[src/rtl/mips_multicycle_control.sv]
// Multicycle MIPS control FSM (R-type, lw, sw, beq, j); outputs decode from state, FETCH loads gated by mem_ready.
// Memory waits hold MEM_READ/MEM_WRITE/FETCH until mem_ready; synchronous reset returns to FETCH from any state.
module mips_multicycle_control (
  input  logic       clk,
  input  logic       rst,
  input  logic [5:0] opcode,
  input  logic       zero,
  input  logic       mem_ready,
  output logic       pc_write,
  output logic       ir_write,
  output logic       write_enable,
  output logic       read_memory,
  output logic       write_memory,
  output logic       branch,
  output logic [1:0] aluop,
  output logic [1:0] alu_src_b,
  output logic       reg_dst,
  output logic       mem_to_reg,
  output logic       jump,
  output logic       iord,
  output logic       instr_done,
  output logic       illegal,
  output logic [3:0] state
);

  typedef enum logic [3:0] {
    S_FETCH     = 4'd0,
    S_DECODE    = 4'd1,
    S_MEM_ADDR  = 4'd2,
    S_MEM_READ  = 4'd3,
    S_MEM_WB    = 4'd4,
    S_MEM_WRITE = 4'd5,
    S_R_EXEC    = 4'd6,
    S_R_WB      = 4'd7,
    S_BRANCH    = 4'd8,
    S_JUMP      = 4'd9
  } state_t;

  localparam logic [5:0] OP_RTYPE = 6'b000000;
  localparam logic [5:0] OP_LW    = 6'b100011;
  localparam logic [5:0] OP_SW    = 6'b101011;
  localparam logic [5:0] OP_BEQ   = 6'b000100;
  localparam logic [5:0] OP_J     = 6'b000010;

  localparam logic [1:0] ALU_ADD   = 2'b00;
  localparam logic [1:0] ALU_SUB   = 2'b01;
  localparam logic [1:0] ALU_FUNCT = 2'b10;

  localparam logic [1:0] SRCB_REG   = 2'b00;
  localparam logic [1:0] SRCB_FOUR  = 2'b01;
  localparam logic [1:0] SRCB_IMM   = 2'b10;
  localparam logic [1:0] SRCB_SHIMM = 2'b11;

  state_t r_state;
  state_t w_next;
  logic   w_pc_write_raw;
  logic   w_ir_write_raw;
  logic   w_unused;

  // zero only qualifies the branch in the datapath (PC loads when branch & zero).
  assign w_unused = zero;

  always_ff @(posedge clk) begin
    if (rst) begin
      r_state <= S_FETCH;
    end else begin
      r_state <= w_next;
    end
  end

  always_comb begin
    w_next = S_FETCH;
    case (r_state)
      S_FETCH:     w_next = mem_ready ? S_DECODE : S_FETCH;
      S_DECODE: begin
        case (opcode)
          OP_RTYPE:     w_next = S_R_EXEC;
          OP_LW, OP_SW: w_next = S_MEM_ADDR;
          OP_BEQ:       w_next = S_BRANCH;
          OP_J:         w_next = S_JUMP;
          default:      w_next = S_FETCH;
        endcase
      end
      S_MEM_ADDR:  w_next = (opcode == OP_LW) ? S_MEM_READ : S_MEM_WRITE;
      S_MEM_READ:  w_next = mem_ready ? S_MEM_WB : S_MEM_READ;
      S_MEM_WB:    w_next = S_FETCH;
      S_MEM_WRITE: w_next = mem_ready ? S_FETCH : S_MEM_WRITE;
      S_R_EXEC:    w_next = S_R_WB;
      S_R_WB:      w_next = S_FETCH;
      S_BRANCH:    w_next = S_FETCH;
      S_JUMP:      w_next = S_FETCH;
      default:     w_next = S_FETCH;
    endcase
  end

  always_comb begin
    w_pc_write_raw = 1'b0;
    w_ir_write_raw = 1'b0;
    write_enable   = 1'b0;
    read_memory    = 1'b0;
    write_memory   = 1'b0;
    branch         = 1'b0;
    aluop          = ALU_ADD;
    alu_src_b      = SRCB_REG;
    reg_dst        = 1'b0;
    mem_to_reg     = 1'b0;
    jump           = 1'b0;
    iord           = 1'b0;
    instr_done     = 1'b0;
    illegal        = 1'b0;
    case (r_state)
      S_FETCH: begin
        read_memory    = 1'b1;
        alu_src_b      = SRCB_FOUR;
        w_pc_write_raw = mem_ready;
        w_ir_write_raw = mem_ready;
      end
      S_DECODE: begin
        alu_src_b = SRCB_SHIMM;
        illegal   = !(opcode == OP_RTYPE || opcode == OP_LW || opcode == OP_SW ||
                      opcode == OP_BEQ   || opcode == OP_J);
      end
      S_MEM_ADDR: alu_src_b = SRCB_IMM;
      S_MEM_READ: begin
        read_memory = 1'b1;
        iord        = 1'b1;
      end
      S_MEM_WB: begin
        write_enable = 1'b1;
        mem_to_reg   = 1'b1;
        instr_done   = 1'b1;
      end
      S_MEM_WRITE: begin
        write_memory = 1'b1;
        iord         = 1'b1;
        instr_done   = mem_ready;
      end
      S_R_EXEC:   aluop = ALU_FUNCT;
      S_R_WB: begin
        write_enable = 1'b1;
        reg_dst      = 1'b1;
        instr_done   = 1'b1;
      end
      S_BRANCH: begin
        aluop      = ALU_SUB;
        branch     = 1'b1;
        instr_done = 1'b1;
      end
      S_JUMP: begin
        jump           = 1'b1;
        w_pc_write_raw = 1'b1;
        instr_done     = 1'b1;
      end
      default: ;
    endcase
  end

  // No architectural loads while reset is held.
  assign pc_write = w_pc_write_raw & ~rst;
  assign ir_write = w_ir_write_raw & ~rst;
  assign state    = r_state;

endmodule

[config.mk]
export PLATFORM = sky130hd
export DESIGN_NAME = mips_multicycle_control
export DESIGN_NICKNAME = d
export VERILOG_FILES = /design/src/rtl/mips_multicycle_control.sv
export SDC_FILE = /design/constraint.sdc
export NUM_CORES = 1
export LEC_CHECK = 0
export ABC_AREA = 1
export CORE_UTILIZATION = 35
export CTS_CLUSTER_DIAMETER = 50
export DETAILED_ROUTE_END_ITERATION = 8
export MAX_ROUTING_LAYER = met4
export PLACE_DENSITY = 0.76
export SLEW_MARGIN = 20
export SYNTH_ARGS = -nofsm -noshare
export SYNTH_HDL_FRONTEND = slang
export SYNTH_SLANG_ARGS = --single-unit
[constraint.sdc]
create_clock -name clk -period 1.7 [get_ports clk]
set_input_delay 0.255 -clock clk [delete_from_list [all_inputs] [get_ports clk]]
set_output_delay 0.255 -clock clk [all_outputs]
set_load 0.02 [all_outputs]
* Word-level counts from Yosys, hierarchy flattened
Index checks and enable logic that the tools add are counted.
** Cells by class
- Add/subtract/negate cells :: 0
- Multipliers :: 0
- Div/mod/pow operators :: 0
- Magnitude comparators :: 0
- Equal/unequal tests :: 13
- Shifts and indexed selects :: 0
- Multiplexer cells :: 20
- Bitwise gates (word level) :: 3
- Reduce and logical (&&, ||, !) cells :: 12
** Operator list (number)
- 4-bit one-hot mux with 6 select lines :: 1
- 4-bit by 3-bit equality test with 1-bit output (second input constant) :: 4
- 4-bit one-hot mux with 4 select lines :: 1
- 6-bit equality test (second input constant) :: 2
- 1-bit 2-to-1 mux :: 11
- 3-bit 2-to-1 mux :: 3
- 4-bit by 2-bit equality test with 1-bit output (second input constant) :: 2
- 4-bit equality test (second input constant) :: 2
- 2-bit OR reduction :: 4
- 6-bit by 2-bit equality test with 1-bit output (second input constant) :: 1
- 6-bit by 3-bit equality test with 1-bit output (second input constant) :: 1
- 6-bit logical NOT :: 1
- 2-bit one-hot mux with 3 select lines :: 1
- 4-bit by 1-bit equality test with 1-bit output (second input constant) :: 1
- 4-bit logical NOT :: 1
- 1-bit logical OR :: 4
- 1-bit one-hot mux with 2 select lines :: 2
- 2-bit one-hot mux with 2 select lines :: 1
- 4-bit OR reduction :: 1
- 1-bit bitwise AND :: 2
- 1-bit logical NOT :: 1
- 1-bit inverter :: 1
** Storage, ports and cells
- Register bits :: 4
- Latch bits :: 0
- Memory bits (writable) :: 0
- ROM bits :: 0
- Input port bits :: 10
- Logic and storage cells :: 49
- Memories kept :: 0

* Logic depth before layout (Yosys ltp)
- Depth after elaboration :: 7
- Depth in mapped cells :: 7
- Gate-level depth less buffers :: 7

* Least setup slack after synthesis
No wires, ideal clock.
- Path type :: reg-to-output
- Start point :: register r_state[2] (netlist: state[2])
- End point :: output write_enable
- Arrival time :: 1.398 ns
- Data required time :: 1.445 ns
- Setup slack :: 0.047 ns
- Cell stages (with the launch flop) :: 7
- Buffers on the path :: 0
- Cells stage by stage :: dfxtp_1 inv_1 nor2_4 inv_2 nor2_1 nor2_1 inv_1
** Between the ends
- Longest elaborated chain between the ends :: 3
- Elaborated cells between the ends (all ways) :: 4
- Classes of those cells :: 2 x eq/ne; 1 x mux; 1 x reduce/logical
** RTL lines
- start: declaration :: line 54 : state_t r_state;
- start signal: assignment :: line 67 : r_state <= w_next;
- 4-bit by 3-bit equality test with 1-bit output :: line 111 : case (r_state)
- 2-bit OR reduction (no source line) *
- 1-bit 2-to-1 mux * :: line 111
- end: declaration :: line 11 : output logic write_enable,
Every way passes the cells marked *; elsewhere a longest branch is shown, timed or not.

* Final worst setup path
Ends and elaborated chain as after synthesis.

==> reports/summary.txt <==
Power, Total: 0.327 mW
Root Driver: clkbuf_4
WP data arrival: 1.37 ns
placed instance count: 145
synth-to-layout area growth: 94.0%
IR drop worst, VDD: 0.546 mV
cell with the most instances after synthesis: nor2_1
Die X: 39.0 um
GP Congestion: 0.836
CTS Sinks: 4
placed cell areas: 903 um^2
Final WS setup: 0.0743 ns
starting density of the core: 0.403
clock latency at the later pin of the worst-skew pair: 0.24 ns
Int Power: 0.228 mW
Routed Antenna Nets: 0
r2r startpoint: state[3]$_SDFF_PP0_
post-synthesis cell count: 86
Max Cap Viol: 0
top post-synthesis cells by area: dfxtp_1, nor2_1, inv_1
ys flop type: dfxtp_1
area of the multi-input gates: 333 um^2
Sw Share: 0.304
type of the tightest min-delay check: primary input to flop
Slew headroom: 0.852
die footprint: 0.00152 mm^2
Final Instance Area: 927 um^2
FF-to-FF End: state[1]$_SDFF_PP0_
sequential-to-total area share from yosys stat: 0.168
Syn Nets: 96
Setup crit end kind: output pin
vias: 696
worst-margin pin slew: 0.222 ns
status: complete, no violations
Global Route Usage Sum: 0.249
Place WS: -0.357 ns
nets: 146
number of flip-flops in the largest register: 4
clock share of power: 0.367
Routed WL: 1540 um
placed wire-length estimate: 1240 um
r2r worst-path depth: 6
Hold Fails Final Rpt: 0
port buffer count: 28
IO Count: 30
NetSw: 0.0993 mW
final clock skew: 0.00577 ns
PwrDens: 353 mW/mm^2
initial antenna violation count: 0
die span in y: 39.0 um
Pins Over Slew Limit: 0
Crit Path Class: flop to output pin
n_diodes: 0
Max Clk Rate: 615 MHz
WL/cell: 10.4 um
post-route insts no fill: 148
Inserted Clock Buffers: 3
wire length of the first global-routing pass: 2470 um
share of Yosys cell area claimed by the top area cell type: 0.168
largest net degree at the start of global routing: 8
H-Tree Depth: 1
standby leakage power: 0.527 nW
biggest area consumer among synthesized cells: dfxtp_1
CP Capture Point: write_enable
CP Data Required Time: 1.44 ns
Clock Path Buffers: 2
WHS Path Cells: 4
Post-CTS Setup Bufs: 0
sequential cell area: 87.6 um^2
post-synth design cell area: 478 um^2
residual DRC count: 0
number of synthesized flops with an enable pin: 0
Setup crit start kind: flop
Flop pwr share: 0.298
Core ar.: 0.00119 mm^2
Clock Pin Slew Worst Setup and Hold Paths: 0.04 ns
Fill cells: 103
Period minus WS final: 1.63 ns
Via density: 4.70
Max Fanout on Critical Path: 4
# setup viols final: 0
Avg Cell Area, Syn: 5.56 um^2
num rows: 12
Yosys cell types: 17
Yosys Warn Count: 0
worst reg2reg setup slack: 0.50 ns
router iterations before antenna repair: 2
vias in the first global route: 635
global route overflow: 0
Synth async-reset ratio: 0
1st-iter DRT viols: 3
period utilization: 0.956
#FFs+latches synth: 4
commonest cells in the netlist: nor2_1, inv_1, nand2_1
critical path startpoint: state[2]$_SDFF_PP0_
CTS tree: yes
Comb power frac: 0.335
layout cell share with drive strength beyond 1: 0.373
metal layers:
layer  track usage  vias up  share of wire
met5             -        -              0
met4        0.0259        0          0.011
met3        0.0751        2          0.049
met2         0.500       25           0.54
met1         0.234      306           0.40
li1              -      363              -
kinds of logic (layout without fill, tap and decap cells):
| kind of cell | count (synthesis) | in the layout | share of synthesized area |
|---|---|---|---|
| compound gates | 6 | 6 | 0.0785 |
| buf+inv | 21 | 69 | 0.173 |
| simple gates | 55 | 55 | 0.581 |
| flops | 4 | 4 | 0.168 |
area by class of cell:
class / instances / area share
Timing Repair Buffer: 46 / 0.422
Inverter: 20 / 0.0810
Sequential cell: 4 / 0.0945
Clock buffer: 3 / 0.0243
Tap cell: 14 / 0.0189
Multi-Input combinational cell: 61 / 0.359
power groups by stage:
| stage | clock network [mW] | registers, mW | logic (mW) |
|---|---|---|---|
| 6_report | 0.120 | 0.0974 | 0.110 |
| 5_1_grt | 0.133 | 0.0974 | 0.119 |
| 4_1_cts | 0.125 | 0.0986 | 0.105 |
| 3_5_place_dp | 0 | 0.100 | 0.111 |
| 3_3_place_gp | 0 | 0.100 | 0.108 |
| 2_1_floorplan | 0 | 0.103 | 0.0442 |
worst max-delay path, cell delays in order, from the launching register on:
cell,delay (ns)
dfxtp_4,0.37
inv_1,0.07
nor2_4,0.10
inv_2,0.07
nor2_1,0.14
nor2_1,0.09
inv_1,0.05
clkdlybuf4s15_2,0.24
layout by cell type, fill, tap and decap left out:
master,count
buf_4,19
nor2_1,18
inv_1,16
nand2_1,14
clkdlybuf4s50_1,11
nand3_1,10
inv_2,4
a21oi_1,4
clkbuf_2,4
nor2_4,3
nor2_2,3
clkbuf_4,3
dlygate4sd2_1,3
clkdlybuf4s15_2,3
clkdlybuf4s15_1,3
dfxtp_2,3
nor3_2,2
nor2_8,1
nand2_4,1
o211ai_2,1
nand3b_1,1
nand4_1,1
o21ai_1,1
nor3b_1,1
dlymetal6s2s_1,1
buf_6,1
buf_2,1
dfxtp_4,1
worst min-delay path by stage:
stage                                    from  slack (ns)                   to
after floorplan                           rst        0.32  state[0]$_SDFF_PP0_
after global placement    state[0]$_SDFF_PP0_        0.76  state[3]$_SDFF_PP0_
after detailed placement  state[0]$_SDFF_PP0_        0.76  state[3]$_SDFF_PP0_
after CTS                                 rst        0.74  state[0]$_SDFF_PP0_
after global routing                opcode[2]        0.57  state[3]$_SDFF_PP0_
final                               opcode[2]        0.55  state[3]$_SDFF_PP0_
through the flow:
stage                     hold WS (ns)   util  setup TNS (ns)
after global routing             0.570  0.782        -0.00531
final                            0.546  0.782               0
after detailed placement         0.757  0.762           -1.69
after global placement           0.755  0.762           -1.44
after floorplan                  0.324      -               0
after CTS                        0.740  0.775               0
repair_timing:
item / CTS / global route
pin swaps: 0 / 3
hold endpoints to repair: 0 / 0
hold buffers: 0 / 0
resized for setup: 37 / 20
setup endpoints to repair: 16 / 14
Power figures use the tool's default switching activity.
